## src/rtl/icap_ctrl_pkg.sv

```systemverilog
// rtl/icap_ctrl_pkg.sv - shared state encoding, default width and byte bit-swap helper for the ICAP path
package icap_ctrl_pkg;

   localparam int ICAP_WIDTH_DEFAULT = 32;

   typedef enum logic [2:0] {
      ST_IDLE  = 3'd0,
      ST_WRITE = 3'd1,
      ST_LAST  = 3'd2,
      ST_DONE  = 3'd3,
      ST_ERROR = 3'd4
   } icap_state_t;

   // ICAP expects bit 0 of each configuration byte on the MSB of its byte lane.
   function automatic logic [7:0] bit_swap_byte(input logic [7:0] b);
      logic [7:0] r;
      for (int j = 0; j < 8; j++) begin
         r[j] = b[7-j];
      end
      return r;
   endfunction

endpackage

```

## src/rtl/icap_write_ctrl.sv

```systemverilog
// rtl/icap_write_ctrl.sv - stream-to-ICAP write controller with hold register, completion pulse and busy timeout
module icap_write_ctrl
   import icap_ctrl_pkg::*;
#(
   parameter int   ICAP_WIDTH    = ICAP_WIDTH_DEFAULT,
   parameter logic IS_BUSY       = 1'b0,
   parameter int   BIT_SWAP      = 1,
   parameter int   TIMEOUT_WIDTH = 16
) (
   input  logic                  CLK,
   input  logic                  RESET,
   input  logic [ICAP_WIDTH-1:0] s_data,
   input  logic                  s_valid,
   input  logic                  s_last,
   output logic                  s_ready,
   output logic                  ICAP_CE,
   output logic                  ICAP_WRITE,
   output logic [ICAP_WIDTH-1:0] ICAP_I,
   input  logic                  ICAP_BUSY,
   output logic                  done,
   output logic                  error,
   output logic [31:0]           word_count
);

   localparam logic [TIMEOUT_WIDTH-1:0] TO_LIMIT = {{(TIMEOUT_WIDTH-1){1'b1}}, 1'b0};

   icap_state_t               state;
   icap_state_t               state_next;
   logic                      hold_vld;
   logic [ICAP_WIDTH-1:0]     hold_data;
   logic [ICAP_WIDTH-1:0]     data_out;
   logic [TIMEOUT_WIDTH-1:0]  timeout_cnt;
   logic                      accept;
   logic                      busy_cycle;
   logic                      beat;
   logic                      timeout_hit;

   assign accept      = hold_vld & (ICAP_BUSY != IS_BUSY);
   assign busy_cycle  = hold_vld & (ICAP_BUSY == IS_BUSY);
   assign beat        = s_valid & s_ready;
   // Fires on the edge where the counter would reach its all-ones limit.
   assign timeout_hit = busy_cycle & (timeout_cnt == TO_LIMIT);

   always_ff @(posedge CLK) begin
      if (RESET) begin
         state <= ST_IDLE;
      end else begin
         state <= state_next;
      end
   end

   always_comb begin
      state_next = state;
      case (state)
         ST_IDLE:  if (beat) state_next = s_last ? ST_LAST : ST_WRITE;
         ST_WRITE: if (beat && s_last) state_next = ST_LAST;
         ST_LAST:  if (accept) state_next = ST_DONE;
         ST_DONE:  state_next = ST_IDLE;
         ST_ERROR: state_next = ST_ERROR;
         default:  state_next = ST_IDLE;
      endcase
      if (timeout_hit) begin
         state_next = ST_ERROR;
      end
   end

   always_comb begin
      s_ready = 1'b0;
      done    = 1'b0;
      error   = 1'b0;
      case (state)
         ST_IDLE, ST_WRITE: s_ready = (~hold_vld | accept) & ~RESET;
         ST_DONE:           done    = 1'b1;
         ST_ERROR:          error   = 1'b1;
         default:           s_ready = 1'b0;
      endcase
   end

   always_ff @(posedge CLK) begin
      if (RESET) begin
         hold_vld  <= 1'b0;
         hold_data <= '0;
      end else if (state == ST_ERROR || timeout_hit) begin
         hold_vld <= 1'b0;
      end else if (beat) begin
         hold_vld  <= 1'b1;
         hold_data <= s_data;
      end else if (accept) begin
         hold_vld <= 1'b0;
      end
   end

   always_ff @(posedge CLK) begin
      if (RESET || !busy_cycle) begin
         timeout_cnt <= '0;
      end else begin
         timeout_cnt <= timeout_cnt + 1'b1;
      end
   end

   always_ff @(posedge CLK) begin
      if (RESET) begin
         word_count <= '0;
      end else if (beat && state == ST_IDLE) begin
         word_count <= {31'd0, accept};
      end else if (accept) begin
         word_count <= word_count + 32'd1;
      end
   end

   generate
      if (BIT_SWAP != 0) begin : g_swap
         for (genvar k = 0; k < ICAP_WIDTH / 8; k++) begin : g_byte
            assign data_out[8*k +: 8] = bit_swap_byte(hold_data[8*k +: 8]);
         end
      end else begin : g_pass
         assign data_out = hold_data;
      end
   endgenerate

   // Strobes come straight from hold_vld so they cannot glitch.
   assign ICAP_I     = data_out;
   assign ICAP_CE    = ~hold_vld;
   assign ICAP_WRITE = ~hold_vld;

endmodule
```

## config.mk

```make
export PLATFORM = sky130hd
export DESIGN_NAME = icap_write_ctrl
export DESIGN_NICKNAME = d
export VERILOG_FILES = /design/src/rtl/icap_ctrl_pkg.sv /design/src/rtl/icap_write_ctrl.sv
export SDC_FILE = /design/constraint.sdc
export NUM_CORES = 1
export LEC_CHECK = 0
export CAP_MARGIN = 20
export CORE_AREA = 2 2 88 90
export CTS_BUF_LIST = sky130_fd_sc_hd__clkbuf_16
export CTS_CLUSTER_SIZE = 24
export DETAILED_ROUTE_END_ITERATION = 16
export DIE_AREA = 0 0 90 92
export DONT_BUFFER_PORTS = 1
export PLACE_DENSITY_LB_ADDON = 0.12
export SLEW_MARGIN = 40
export SYNTH_ARGS = -nofsm -noshare
export SYNTH_HDL_FRONTEND = slang
export SYNTH_SLANG_ARGS = --single-unit
```

## constraint.sdc

```tcl
create_clock -name CLK -period 2.4 [get_ports CLK]
set_clock_uncertainty 0.05 [all_clocks]
set_input_delay 0.24 -clock CLK [delete_from_list [all_inputs] [get_ports CLK]]
set_output_delay 0.24 -clock CLK [all_outputs]
set_load 0.005 [all_outputs]
```

Word-level counts from Yosys, hierarchy flattened
Index checks and enable logic that the tools add are counted.
{"block": "totals", "ff_bits": 84, "input_bits": 37, "out_inout_bits": 69, "wordCells": 58}
{"block": "classes", "add_sub_neg": 2, "eq_ne": 11, "muxes": 13, "bitwise_logic": 10, "reduce_logical": 15}
{"cell": "$add 32x1->32 const B", "n": 1}
{"cell": "$add 16x1->16 const B", "n": 1}
{"cell": "$eq 16x16->1 const B", "n": 1}
{"cell": "$mux 3", "n": 4}
{"cell": "$pmux 3 s4", "n": 1}
{"cell": "$ne 3x3->1 const B", "n": 3}
{"cell": "$reduce_or 2->1", "n": 4}
{"cell": "$mux 1", "n": 7}
{"cell": "$eq 3x2->1 const B", "n": 2}
{"cell": "$ne 2x2->1 const B", "n": 3}
{"cell": "$reduce_and 3->1", "n": 2}
{"cell": "$and 1x1->1", "n": 5}
{"cell": "$not 1->1", "n": 4}
{"cell": "$reduce_bool 2->1", "n": 2}
{"cell": "$eq 3x1->1 const B", "n": 1}
{"cell": "$eq 3x3->1 const B", "n": 1}
{"cell": "$logic_not 3->1", "n": 1}
{"cell": "$logic_and 1x1->1", "n": 2}
{"cell": "$logic_or 1x1->1", "n": 2}
{"cell": "$mux 2", "n": 1}
{"cell": "$reduce_and 2->1", "n": 1}
{"cell": "$logic_not 1->1", "n": 1}
{"cell": "$or 1x1->1", "n": 1}

Depth between registers and ports, before layout
Gate-level depths: netlist of the first run.
{"block": "logic_depth", "word_depth": 9, "mapped_depth": 7, "ltp_nobuf": 6}

Worst setup path after synthesis of the first run
No wires, ideal clock.
{"block": "synth_path", "path_kind": "flip-flop to flip-flop", "from": "register state[1]", "to": "register word_count[18]", "setup_time_ps": 125, "arrival_ps": 1829, "required_time_ps": 2225, "setup_slack_ps": 395, "stages_incl_launch_ff": 6, "n_path_buf": 2, "cell_sequence": "dfxtp_1 -> clkbuf_1 -> or4b_2 -> o41ai_4 -> buf_4 -> a21oi_1"}
{"block": "synth_between", "elab_chain_cells": 6, "word_cells_on_any_way": 7}
{"element": "from (decl)", "line_no": "icap_write_ctrl.sv:27", "rtl": "icap_state_t state;"}
{"element": "from (signal assigned)", "line_no": "icap_write_ctrl.sv:48", "rtl": "state <= state_next;"}
{"element": "$eq 3x1->1 / $logic_not 3->1 (equally long branches)", "line_no": "icap_write_ctrl.sv:71, icap_write_ctrl.sv:104"}
{"element": "$reduce_or 2->1", "line_no": "icap_write_ctrl.sv:71", "rtl": "case (state)"}
{"element": "$mux 1", "line_no": "icap_write_ctrl.sv:71"}
{"element": "$and 1x1->1", "line_no": "icap_write_ctrl.sv:40", "rtl": "assign beat = s_valid & s_ready;"}
{"element": "$logic_and 1x1->1 (*)", "line_no": "icap_write_ctrl.sv:104", "rtl": "end else if (beat && state == ST_IDLE) begin"}
{"element": "$reduce_or 2->1 (no line) (*)"}
{"element": "to (signal assigned)", "line_no": "icap_write_ctrl.sv:105", "rtl": "word_count <= {31'd0, accept};"}
{"element": "to (signal assigned)", "line_no": "icap_write_ctrl.sv:107", "rtl": "word_count <= word_count + 32'd1;"}
{"element": "to (decl)", "line_no": "icap_write_ctrl.sv:22", "rtl": "output logic [31:0] word_count"}
Mark *: on every way between the ends. The rest lies on a longest branch, timed or not.
A chain may end at the register's enable or synchronous reset.

Worst setup path in the final report of the first run
{"block": "layout_path", "from": "register hold_vld", "to": "register hold_data[4]"}
{"block": "layout_between", "elab_chain_cells": 6, "word_cells_on_any_way": 11}
{"element": "from (decl)", "line_no": "icap_write_ctrl.sv:29", "rtl": "logic hold_vld;"}
{"element": "from (signal assigned)", "line_no": "icap_write_ctrl.sv:81", "rtl": "hold_vld <= 1'b0;"}
{"element": "from (signal assigned)", "line_no": "icap_write_ctrl.sv:84", "rtl": "hold_vld <= 1'b0;"}
{"element": "from (signal assigned)", "line_no": "icap_write_ctrl.sv:86", "rtl": "hold_vld <= 1'b1;"}
{"element": "$and 1x1->1 / $not 1->1 (equally long branches)", "line_no": "icap_write_ctrl.sv:38, icap_write_ctrl.sv:72"}
{"element": "$or 1x1->1", "line_no": "icap_write_ctrl.sv:72", "rtl": "ST_IDLE, ST_WRITE: s_ready = (~hold_vld | accept) & ~RESET;"}
{"element": "$and 1x1->1", "line_no": "icap_write_ctrl.sv:72"}
{"element": "$mux 1", "line_no": "icap_write_ctrl.sv:71"}
{"element": "$and 1x1->1", "line_no": "icap_write_ctrl.sv:40"}
{"element": "$reduce_and 2->1 (no line) (*)"}
{"element": "to (signal assigned)", "line_no": "icap_write_ctrl.sv:87", "rtl": "hold_data <= s_data;"}
{"element": "to (decl)", "line_no": "icap_write_ctrl.sv:30", "rtl": "logic [ICAP_WIDTH-1:0] hold_data;"}
Marked as above.

==> results of run 1 <==
==> power breakdown <==
part           total (mW)  switching (mW)  internal (mW)
Combinational       0.181          0.0999         0.0815
Sequential           1.45          0.0269           1.43
Clock                1.37           0.631          0.740
==> sequential cells by signal, summed over array words and instances, names as in the netlist <==
name,count
hold_vld,1
timeout_cnt,16
word_count,32
state,3
hold_data,32
==> layer usage <==
layer	vias up	wire length [microns]	track usage (%)
met5	-	0	0
met2	86	3900	33.2
li1	1583	-	-
met1	1452	3600	24.3
met4	0	159	7.31
met3	12	478	6.24
==> cell usage after synthesis (2+ instances only) <==
master    count  area share [%]
and4_1        7             1.7
ha_1          3             1.1
or4_1        11             2.3
nand3_1      18             2.5
o21ai_0      16             2.2
nor2_1       25             2.6
and3_1        3            0.53
or3_1        16             2.8
nand4_1      10             1.8
inv_1        13             1.4
nor3_1        7            0.98
o21a_1        2            0.42
nand2b_1      2            0.35
buf_4         3            0.63
o31ai_1       9             1.9
dfxtp_1      84              47
nand2_1      86             9.1
clkbuf_1     17             1.8
mux2i_1       3            0.84
a21oi_1      57             8.0
xnor2_1      12             3.0
xor2_1        5             1.2
nor4_1        5            0.88
==> kinds of logic (layout without fill, tap and decap cells) <==
logic type      count (synthesis)  in the layout  share of synthesized area (%)
fa+ha+maj                       3              3                           1.05
compound gates                 92             92                           15.1
xor+xnor                       17             17                           4.18
buf+inv                        36             69                           4.36
flops                          84             84                           47.2
simple gates                  197            197                           27.2
mux                             3              3                          0.844
==> per-stage QoR <==
| step | total power [mW] | hold WS, ps | instances |
|---|---|---|---|
| final | 3.01 | 19.2 | 567 |
| after global routing | 3.13 | 47.9 | 567 |
| after CTS | 3.04 | 6.40 | 567 |
| after detailed placement | 1.61 | 263 | 517 |
| after global placement | 1.61 | 262 | 517 |
| after floorplan | 1.59 | 283 | 432 |
==> layout make-up <==
cell class | instances | area [sq um] | share of cell area [%]
Clock buffer | 9 | 225 | 5.26
Clock inverter | 7 | 76.3 | 1.78
Inverter | 13 | 48.8 | 1.14
Multi-Input combinational cell | 312 | 1720 | 40.3
Sequential cell | 84 | 1680 | 39.3
Tap cell | 102 | 128 | 2.98
Timing Repair Buffer | 40 | 395 | 9.24
==> cell usage in the layout (no fill, tap or decap), types with 5 or more instances in the layout <==
master / count
dlygate4sd3_1: 33
o21ai_0: 16
or3_1: 16
or4_1: 11
xor2_1: 5
dfxtp_1: 84
nand3_1: 18
nor2_1: 25
buf_4: 6
nor3_1: 7
clkbuf_16: 9
o31ai_1: 9
a21oi_1: 57
nand4_1: 10
xnor2_1: 12
nor4_1: 5
and4_1: 6
inv_1: 13
nand2_1: 86
==> what timing repair did <==
action / in CTS / in global routing
buffers inserted: 0 / 0
gates resized for setup: 0 / 0
hold buffers: 34 / 0
endpoints found under the hold margin: 36 / 0
endpoints found under the setup margin: 0 / 0
==> worst min path at each step <==
stage                     cells past startpoint       endpoint  startpoint
after floorplan                               1       state[0]      s_last
after global placement                        1   hold_data[4]       RESET
after detailed placement                      1   hold_data[5]       RESET
after CTS                                     2  word_count[1]   ICAP_BUSY
after global routing                          2  word_count[1]   ICAP_BUSY
final                                         2  word_count[1]   ICAP_BUSY
==> results.md, run 1 <==
Worst setup path:
- The largest fanout of any net on the critical path is 34.
- The worst endpoint data arrival time is 2470 ps.
- The largest stage delay on the critical path is 660 ps.
- The startpoint identified for the worst register-to-register timing path is hold_vld.
- Traced cell by cell, the critical path runs through buf_4, or2b_1, and4_2, nand2_1, a21oi_1, dlygate4sd3_1.
- STA classifies the critical path startpoint as a register.
- Counting buffers and inverters, the worst setup path is 6 cells deep.
- Among cell families on the critical path, the largest total delay comes from simple AND/OR/NAND/NOR gates.
- The endpoint of the worst setup timing path is hold_data[4].
- The required time of the worst setup path is 2630 ps.
- The sum of buffers and inverters on the critical path is 2.
- The critical register-to-register path endpoint is hold_data[4].
- The kind of end point of the critical path is a register.
- The worst register-to-register path has a depth of 6.
- The critical-path cell with the highest stage delay is and4_2.
- The critical path class is register to register.
- The reg2reg setup slack is 160 ps.
- The launching element of the worst setup path is hold_vld.

Yosys:
- The most frequently used flop master after synthesis is dfxtp_1.
- The number of distinct library cells after synthesis is 41.
- The post-synthesis sequential area ratio is 47.2%.
- The post-synthesis instance area is 3560 sq um.
- The number of flops mapped to enable cells by yosys is 0.
- The count of mapped cells out of synthesis is 432.
- The number of warnings issued by yosys is 0.
- The synthesized area divided by synthesized cell count is 8.24 sq um.
- The share of synthesized flip-flops with an asynchronous set or reset is 0%.
- Counting every net in the synthesized netlist gives 472.
- After synthesis the netlist holds a flip-flop and latch count of 84.

Floorplan:
- The die outline area is 8280 sq um.
- The number of placed I/O pins is 106.
- After floorplanning, the core was divided into 32 placement rows.
- The floorplan core area is 7450 sq um.
- In this run the horizontal extent of the chip is 90 microns.
- The initial utilization of the core area, before any placement, comes to 47.8%.
- The vertical die dimension is 92 microns.

Route:
- For this run, design rule violations remaining after detail routing come to 0.
- The total wire length after detailed routing is 8140 microns.
- After detailed routing, the number of vias per cell comes to 5.53.
- The first-pass iteration count of the detailed router is 4.
- The initial DRC count is 81.
- The number of antenna-violating nets in the routed design is 0.
- After detailed routing, the average wire length per cell comes to 14.4 microns.
- The via count is 3,133.

Clocking:
- The cell at the root of the clock tree is clkbuf_16.
- The clock sink count is 84.
- The clock tree from TritonCTS is done.
- The clock transition time at the flip-flop clock pins of the worst setup and hold paths is 70 ps.
- The depth of the CTS H-tree is 3.
- At the later pin of the worst-skew pair, clock insertion delay measures 330 ps.
- The clock passes through at most 2 buffers.
- The number of clock buffers added by TritonCTS is 9.

STA:
- Setup repair after global routing left no endpoint under its margin.
- The final worst-path cycle share is 93.5%.
- The headroom to the max-slew limit is 58.7%.
- For the pin with the worst max-slew slack, the measured transition is 619 ps.
- The total count of max-transition violations in the final report is 0.
- After layout, the minimum clock period comes to 2240 ps.
- In the final timing run, aggregate negative setup slack is 0 ps.
- Once routing completed, OpenROAD measured the worst setup slack at 156 ps.
- The number of hold violations in the final report is 0.
- Setup violations remaining at the end of the flow were counted as 0.
- The maximum achievable frequency is 446 MHz.

Pwr:
- The areal power density over the cells is 702 nW/um^2.
- Summed over all cells, the static leakage comes to 1.38 nW.
- Across the VDD grid, the largest voltage drop is 363 uV.

Layout:
- The share of post-route cells with drive strength above 1 is 6.24%.
- From synthesis to final layout, the design area changed by 20.2%.
- Once layout is done, the placed cells without fillers occupy 4280 sq um.
- The final antenna diode count is 0.
- The number of filler instances in the final layout is 686.
- Cells fill 57.5% of the core in the end.
- The number of nets in the layout is 500.

Global route:
- Global routing used 19.9% of the available tracks.
- Entering global routing, the biggest net connects 35 pins.
- The initial antenna violation count is 0.
- The via count of the first global-routing pass came to 2,874.
- After global routing the overflow that remains totals 0.
- The first-pass GRT wire length is 13,600 microns.

Place:
- The congestion estimate from routability-driven global placement came to 0.792.
- The worst slack after detailed placement is 268 ps.
- The count of port buffers added during placement is 0.
- In this run the cell area measured after placement is 3630 sq um.
- Once detailed placement completed, the half-perimeter wirelength came to 5260 microns.

Run status:
- The run finished with clean final reports.

Min path:
- The worst hold path belongs to the class primary input to register.

Flow run:
- The number of maximum-capacitance constraint violations is 0.
Note: power is estimated with default switching activity, not from simulation.
==> run 2: changes to the inputs <==
Settings changed: CORE_AREA 2 2 88 90 to 2 2 112 114, DIE_AREA 0 0 90 92 to 0 0 114 116.
==> results.md, run 2 (synthesized netlist as in run 1, its figures left out) <==
Run status:
- The run finished with clean final reports.

Worst setup path:
- By startpoint and endpoint, the worst setup path is classified as register to register.
- STA classifies the critical path startpoint as a register.
- The kind of end point of the critical path is a register.
- The largest stage delay on the critical path is 670 ps (about the same).
- The slowest stage of the critical path belongs to the cell and4_2.
- The largest fanout of any net on the critical path came to 34 (unchanged).
- The worst endpoint data arrival time is 2420 ps (-50 ps).
- The required time of the worst setup path was 2630 ps (about the same).
- The signal on the critical path passes through or2b_1, and4_2, nand2_1, a21oi_1, dlygate4sd3_1.

Pwr:
- The switching power share of the total is 22.5% (-2.7 points).
- The largest vdd supply drop was 347 uV (-4.6%).
- The net switching component of the power came to 667 uW (-12%).
- The areal power density over the cells is 686 nW/um^2 (-2.3%).
- The combinational power share is 6.0% (about the same).
- The power share of the clock group is 44.8% (-0.8 points).
- The leakage component of the power is 1.37 nW (-0.67%).
- The power consumption is 2.97 mW (-1.3%).
- The cell-internal power is 2.30 mW (+2.3%).
- The power share of the sequential group is 49.2% (+0.8 points).

Route:
- The total wire length after detailed routing is 8900 microns (+9.3%).
- The detailed-routing wirelength on met1 is 4040 microns (+12%).
- The met3 wire length was 505 microns (+5.6%).
- The via count was 3,087 (-1.5%).
- The average wire per standard cell is 14.5 microns (+1.3%).
- The routed via count divided by cell count is 5.04 (-8.7%).
- The initial DRC count is 147 (+81%).
- The first-pass iteration count of the detailed router was 4 (unchanged).
- The DRC violation count after routing is 0 (unchanged).
- The total met2 wirelength after detailed routing came to 4240 microns (+8.7%).
- The number of antenna-violating nets in the routed design was 0 (unchanged).
- The highest routed metal layer is met4.

STA:
- The final critical delay including setup and external delays is 2180 ps (-62.6 ps).
- The headroom to the max-slew limit came to 57.8% (-0.86 points).
- The maximum achievable frequency came to 458 MHz (+2.9%).
- The number of failing setup endpoints in the final timing report is 0 (unchanged).
- The aggregate negative setup slack came to 0 ps (unchanged).
- Setup repair after global routing left no endpoint under its margin.
- The transition time at the pin with the least slew margin is 632 ps (+12.9 ps).
- The final worst-path cycle share came to 90.9% (-2.6 points).
- The final hold slack came to 27.1 ps (+7.96 ps).
- The total count of max-transition violations in the final report is 0 (unchanged).
- The number of hold violations in the final report is 0 (unchanged).

Place:
- The final weighted congestion in routability-driven placement is 0.691 (-13%).
- The number of placed instances, taps included came to 561 (+8.5%).
- The half-perimeter wire length of the detailed placement result was 5890 microns (+12%).
- The count of port buffers added during placement is 0 (unchanged).

Clocking:
- The depth of the CTS H-tree is 3 (unchanged).
- The count of hold-fix buffers inserted at cts is 35 (+2.9%).
- The cell at the root of the clock tree is clkbuf_16.
- The buffer levels on the longest clock path is 2 (unchanged).
- The post-CTS setup buffer count is 0 (unchanged).
- TritonCTS built the clock tree.
- The clock transition time at the flip-flop clock pins of the worst setup and hold paths is 60 ps (about the same).
- The total CTS buffers was 9 (unchanged).
- The source-to-sink clock delay at the later pin of the worst-skew pair is 340 ps (about the same).
- The clock sink count is 84 (unchanged).
- The count of instances resized after the clock tree is built is 0 (unchanged).

Layout:
- The largest registers in the layout are hold_data x32, word_count x32, timeout_cnt x16.
- The library cell used most frequently in the layout, excluding fill and tap cells, is nand2_1.
- The number of non-filler instances in the completed layout was 612 (+7.9%).
- The post-layout utilization of the core is 36.3% (-21 points).
- From synthesis to final layout, the design area changed by 21.4%.
- The share of post-route cells with drive strength above 1 is 5.38% (-0.86 points).
- The final antenna diode count was 0 (unchanged).
- The area of combinational cells with multiple inputs is 1720 sq um (unchanged).
- Leaving out fill and tap cells, the most frequent cells in the layout are 86 x nand2_1, 84 x dfxtp_1, 57 x a21oi_1.
- The storage element area came to 1680 sq um (unchanged).
- The number of nets in the layout is 500 (unchanged).
- The number of filler instances in the final layout is 1,220 (+78%).

Min path:
- The worst hold path belongs to the class primary input to register.

Global route:
- The global routing usage summed across all routing layers is 13.3% (-6.6 points).
- The via count of the first global-routing pass is 2,805 (-2.4%).
- The pin count of the biggest net entering global routing was 35 (unchanged).
- The overall overflow remaining after global route is 0 (unchanged).
- The first-pass GRT wire length came to 13,800 microns (+1.4%).
- The initial antenna violation count is 0 (unchanged).

Floorplan:
- The die boundary width came to 114 microns (+27%).
- The row count is 40 (+25%).
- The vertical die dimension is 116 microns (+26%).
- The die outline area is 13,200 sq um (+60%).
- The floorplan core area is 11,900 sq um (+60%).
- The effective utilization at floorplan is 29.9% (-18 points).
- The number of placed I/O pins was 106 (unchanged).

Flow run:
- The number of maximum-capacitance constraint violations is 0 (unchanged).
run 2: changes by cell type in the layout (fill, tap and decap cells not counted), sizes merged:
| cell | change |
|---|---|
| inv | -3 |
| buf | -1 |
| bufinv | +1 |
| clkinv | +1 |
| clkinvlp | +1 |
| dlygate4sd3 | +1 |
run 2: per-layer routing:
layer / up-vias / track usage, %
met4: 0 / 6.42
met1: 1434 / 16.0
met2: 74 / 21.8
met3: 9 / 4.24
li1: 1570 / -
met5: - / 0
run 2: worst paths after layout:
kind	slack (ps)	depth (start not counted)	to	from
worst max-delay path	220	5	hold_data[24]	hold_vld
worst min-delay path	30	2	state[1]	s_last
worst max register to register	220	5	hold_data[24]	hold_vld
worst min register to register	430	2	hold_data[13]	hold_data[13]
run 2: per-stage QoR:
stage          setup WS, ps  cell area [sq um]
3_3_place_gp            279               3670
5_1_grt                78.0               4320
2_1_floorplan           395               3560
6_report                219               4320
4_1_cts                 231               4320
3_5_place_dp            276               3680
run 2: worst max-delay path, delay by kind of cell (launching register included):
| family | cells | cell delay, ps |
|---|---|---|
| flops | 1 | 360 |
| compound gates | 1 | 140 |
| simple gates | 3 | 1010 |
| buf+inv | 1 | 550 |
run 2: area by class of cell:
type | count | share of cell area, %
inverters | 13 | 1.13
flip-flops and latches | 84 | 38.9
repair buffers | 40 | 9.21
multi-input cells | 312 | 39.9
well taps | 147 | 4.26
clock buffers | 9 | 5.21
clock inverters | 7 | 1.36
run 2: power groups by stage:
stage | registers, mW | logic [mW] | clock network [mW]
final | 1.46 | 0.178 | 1.33
after global routing | 1.46 | 0.198 | 1.44
after CTS | 1.46 | 0.178 | 1.38
after detailed placement | 1.49 | 0.120 | 0
after global placement | 1.49 | 0.118 | 0
after floorplan | 1.48 | 0.109 | 0
==> run 3: changes to the inputs <==
Settings changed: CORE_AREA 2 2 112 114 to 2 2 90 92, DIE_AREA 0 0 114 116 to 0 0 92 94.
==> results.md, run 3 (synthesized netlist as in run 1, its figures left out) <==
Run status:
- The flow ran to the end, and the final reports show no timing, DRC or antenna violations.

Layout:
- The post-layout utilization of the core was 56.4% (+20 points).
- The area added between synthesis and finish is 20.5%.
- The largest registers in the layout are hold_data x32, word_count x32, timeout_cnt x16.
- The number of nets in the layout is 502 (+0.40%).
- The final antenna diode count is 0 (unchanged).
- The number of filler instances in the final layout is 693 (-43%).
- The number of non-filler instances in the completed layout is 569 (-7.0%).
- The most common cell after layout, fill and taps aside is nand2_1.
- The share of post-route cells with drive strength above 1 is 6.21% (+0.83 points).
- Leaving out fill and tap cells, the most frequent cells in the layout are 86 x nand2_1, 84 x dfxtp_1, 57 x a21oi_1.

Pwr:
- The largest vdd supply drop is 509 uV (+47%).
- The leakage component of the power was 1.38 nW (+0.52%).
- The areal power density over the cells came to 698 nW/um^2 (+1.7%).

Worst setup path:
- STA classifies the critical path startpoint as a register.
- The critical register-to-register path endpoint is word_count[30].
- The worst setup path is captured at a register.
- The depth of the most critical reg-to-reg path came to 5 (unchanged).
- The largest fanout of any net on the critical path is 21 (-38%).
- The reg2reg setup slack is 230 ps (about the same).
- The worst endpoint data arrival time was 2390 ps (-30 ps).
- The worst reg2reg path startpoint is word_count[0].
- The critical path is of the register to register type.
- The required time of the worst setup path came to 2610 ps (-20 ps).

STA:
- The headroom to the max-slew limit is 70.9% (+13 points).
- Setup repair after global routing left no endpoint under its margin.
- The final worst-path cycle share is 90.6% (-0.26 points).
- The number of hold violations in the final report is 0 (unchanged).
- The aggregate negative setup slack came to 0 ps (unchanged).
- The maximum achievable frequency came to 460 MHz (+0.29%).
- The smallest setup slack after layout is 225 ps (+6.31 ps).
- The total count of max-transition violations in the final report is 0 (unchanged).
- The number of failing setup endpoints in the final timing report came to 0 (unchanged).
- The final critical delay including setup and external delays came to 2170 ps (-6.31 ps).
- The final hold slack is 9.91 ps (-17.2 ps).
- The transition time at the pin with the least slew margin came to 436 ps (-197 ps).

Min path:
- The worst hold path terminates at state[1].
- The number of cells on the worst hold path is 2 (unchanged).
- The path class of the tightest hold or removal check is primary input to register.
- In this run the most critical hold path is launched from s_last.

Route:
- The routed via count divided by cell count is 5.41 (+7.2%).
- The via count is 3,078 (-0.29%).
- The number of antenna-violating nets in the routed design is 0 (unchanged).
- The first-pass iteration count of the detailed router is 6 (+2).
- The total wire length after detailed routing is 8310 microns (-6.6%).
- The average wire per standard cell is 14.6 microns (+0.46%).
- The DRC violation count after routing is 0 (unchanged).
- The initial DRC count came to 93 (-37%).

Global route:
- The pin count of the biggest net entering global routing is 35 (unchanged).
- The initial antenna violation count was 0 (unchanged).
- The first-pass GRT wire length is 13,400 microns (-2.9%).
- The via count of the first global-routing pass is 2,825 (+0.71%).
- The overall overflow remaining after global route is 0 (unchanged).
- The global routing usage summed across all routing layers is 19.3% (+6.0 points).

Clocking:
- The post-CTS setup buffer count was 0 (unchanged).
- The buffer levels on the longest clock path is 2 (unchanged).
- TritonCTS built the clock tree.
- The source-to-sink clock delay at the later pin of the worst-skew pair is 330 ps (about the same).
- CTS placed an instance of clkbuf_16 at the clock tree root.
- The clock sink count is 84 (unchanged).
- The clock transition time at the flip-flop clock pins of the worst setup and hold paths was 60 ps (about the same).
- The depth of the CTS H-tree is 3 (unchanged).
- The total CTS buffers came to 9 (unchanged).

Place:
- The count of port buffers added during placement is 0 (unchanged).
- The worst slack after detailed placement was 224 ps (-51.8 ps).
- The final weighted congestion in routability-driven placement is 0.780 (+13%).
- The number of placed instances, taps included is 519 (-7.5%).
- The half-perimeter wire length of the detailed placement result came to 5380 microns (-8.8%).

Floorplan:
- The number of placed I/O pins is 106 (unchanged).
- The floorplan core area came to 7610 sq um (-36%).
- The die boundary width is 92 microns (-19%).
- The vertical die dimension is 94 microns (-19%).
- The die outline area was 8650 sq um (-35%).
- The effective utilization at floorplan is 46.8% (+17 points).
- The row count is 32 (-20%).

Flow run:
- The number of maximum-capacitance constraint violations is 0 (unchanged).
## run 3: changes by cell type in the layout (fill, tap and decap cells not counted), sizes merged
cell	before	now
clkinv	4	2
dlygate4sd3	34	33
clkinvlp	1	3
buf	6	9
## run 3: critical path, cell delays in order, from the launching register on
cell,delay (ps)
dfxtp_1,430
ha_1,200
nand2_1,110
or4_4,630
or4_1,530
a21oi_1,160
## run 3: through the flow
step / power (mW) / cell area, sq um
after detailed placement: 1.61 / 3640
after floorplan: 1.59 / 3560
after global placement: 1.61 / 3640
after CTS: 3.02 / 4290
after global routing: 3.11 / 4290
final: 2.99 / 4290
## run 3: power by group
| group | switching [mW] | internal [mW] |
|---|---|---|
| clock | 0.555 | 0.800 |
| combinational | 0.0975 | 0.0832 |
| sequential | 0.0292 | 1.43 |
| total | 0.682 | 2.31 |
## run 3: worst max-delay path by stage
stage,cells after the start,slack (ps),from,to
2_1_floorplan,5,400,state[1],word_count[18]
3_3_place_gp,5,280,word_count[0],word_count[24]
3_5_place_dp,5,220,word_count[0],word_count[30]
4_1_cts,6,170,hold_vld,hold_data[9]
5_1_grt,5,120,word_count[0],word_count[24]
6_report,5,230,word_count[0],word_count[30]
## run 3: layout make-up
class	instances	area, sq um	area share [%]
repair buffers	42	410	9.57
flip-flops and latches	84	1680	39.2
clock buffers	9	225	5.25
multi-input cells	312	1730	40.2
inverters	13	48.8	1.14
clock inverters	7	68.8	1.60
well taps	102	128	2.98
## run 3: timing repair
action,CTS,global route
endpoints found under the setup margin,0,1
hold buffers,34,0
endpoints found under the hold margin,35,0
gates resized for setup,0,1
## run 3: routing by layer
| layer | track usage [%] | up-vias | routed length, microns |
|---|---|---|---|
| li1 | - | 1571 | - |
| met1 | 22.3 | 1418 | 3590 |
| met2 | 32.6 | 76 | 4030 |
| met3 | 7.62 | 13 | 552 |
| met4 | 7.09 | 0 | 138 |
| met5 | 0 | - | 0 |
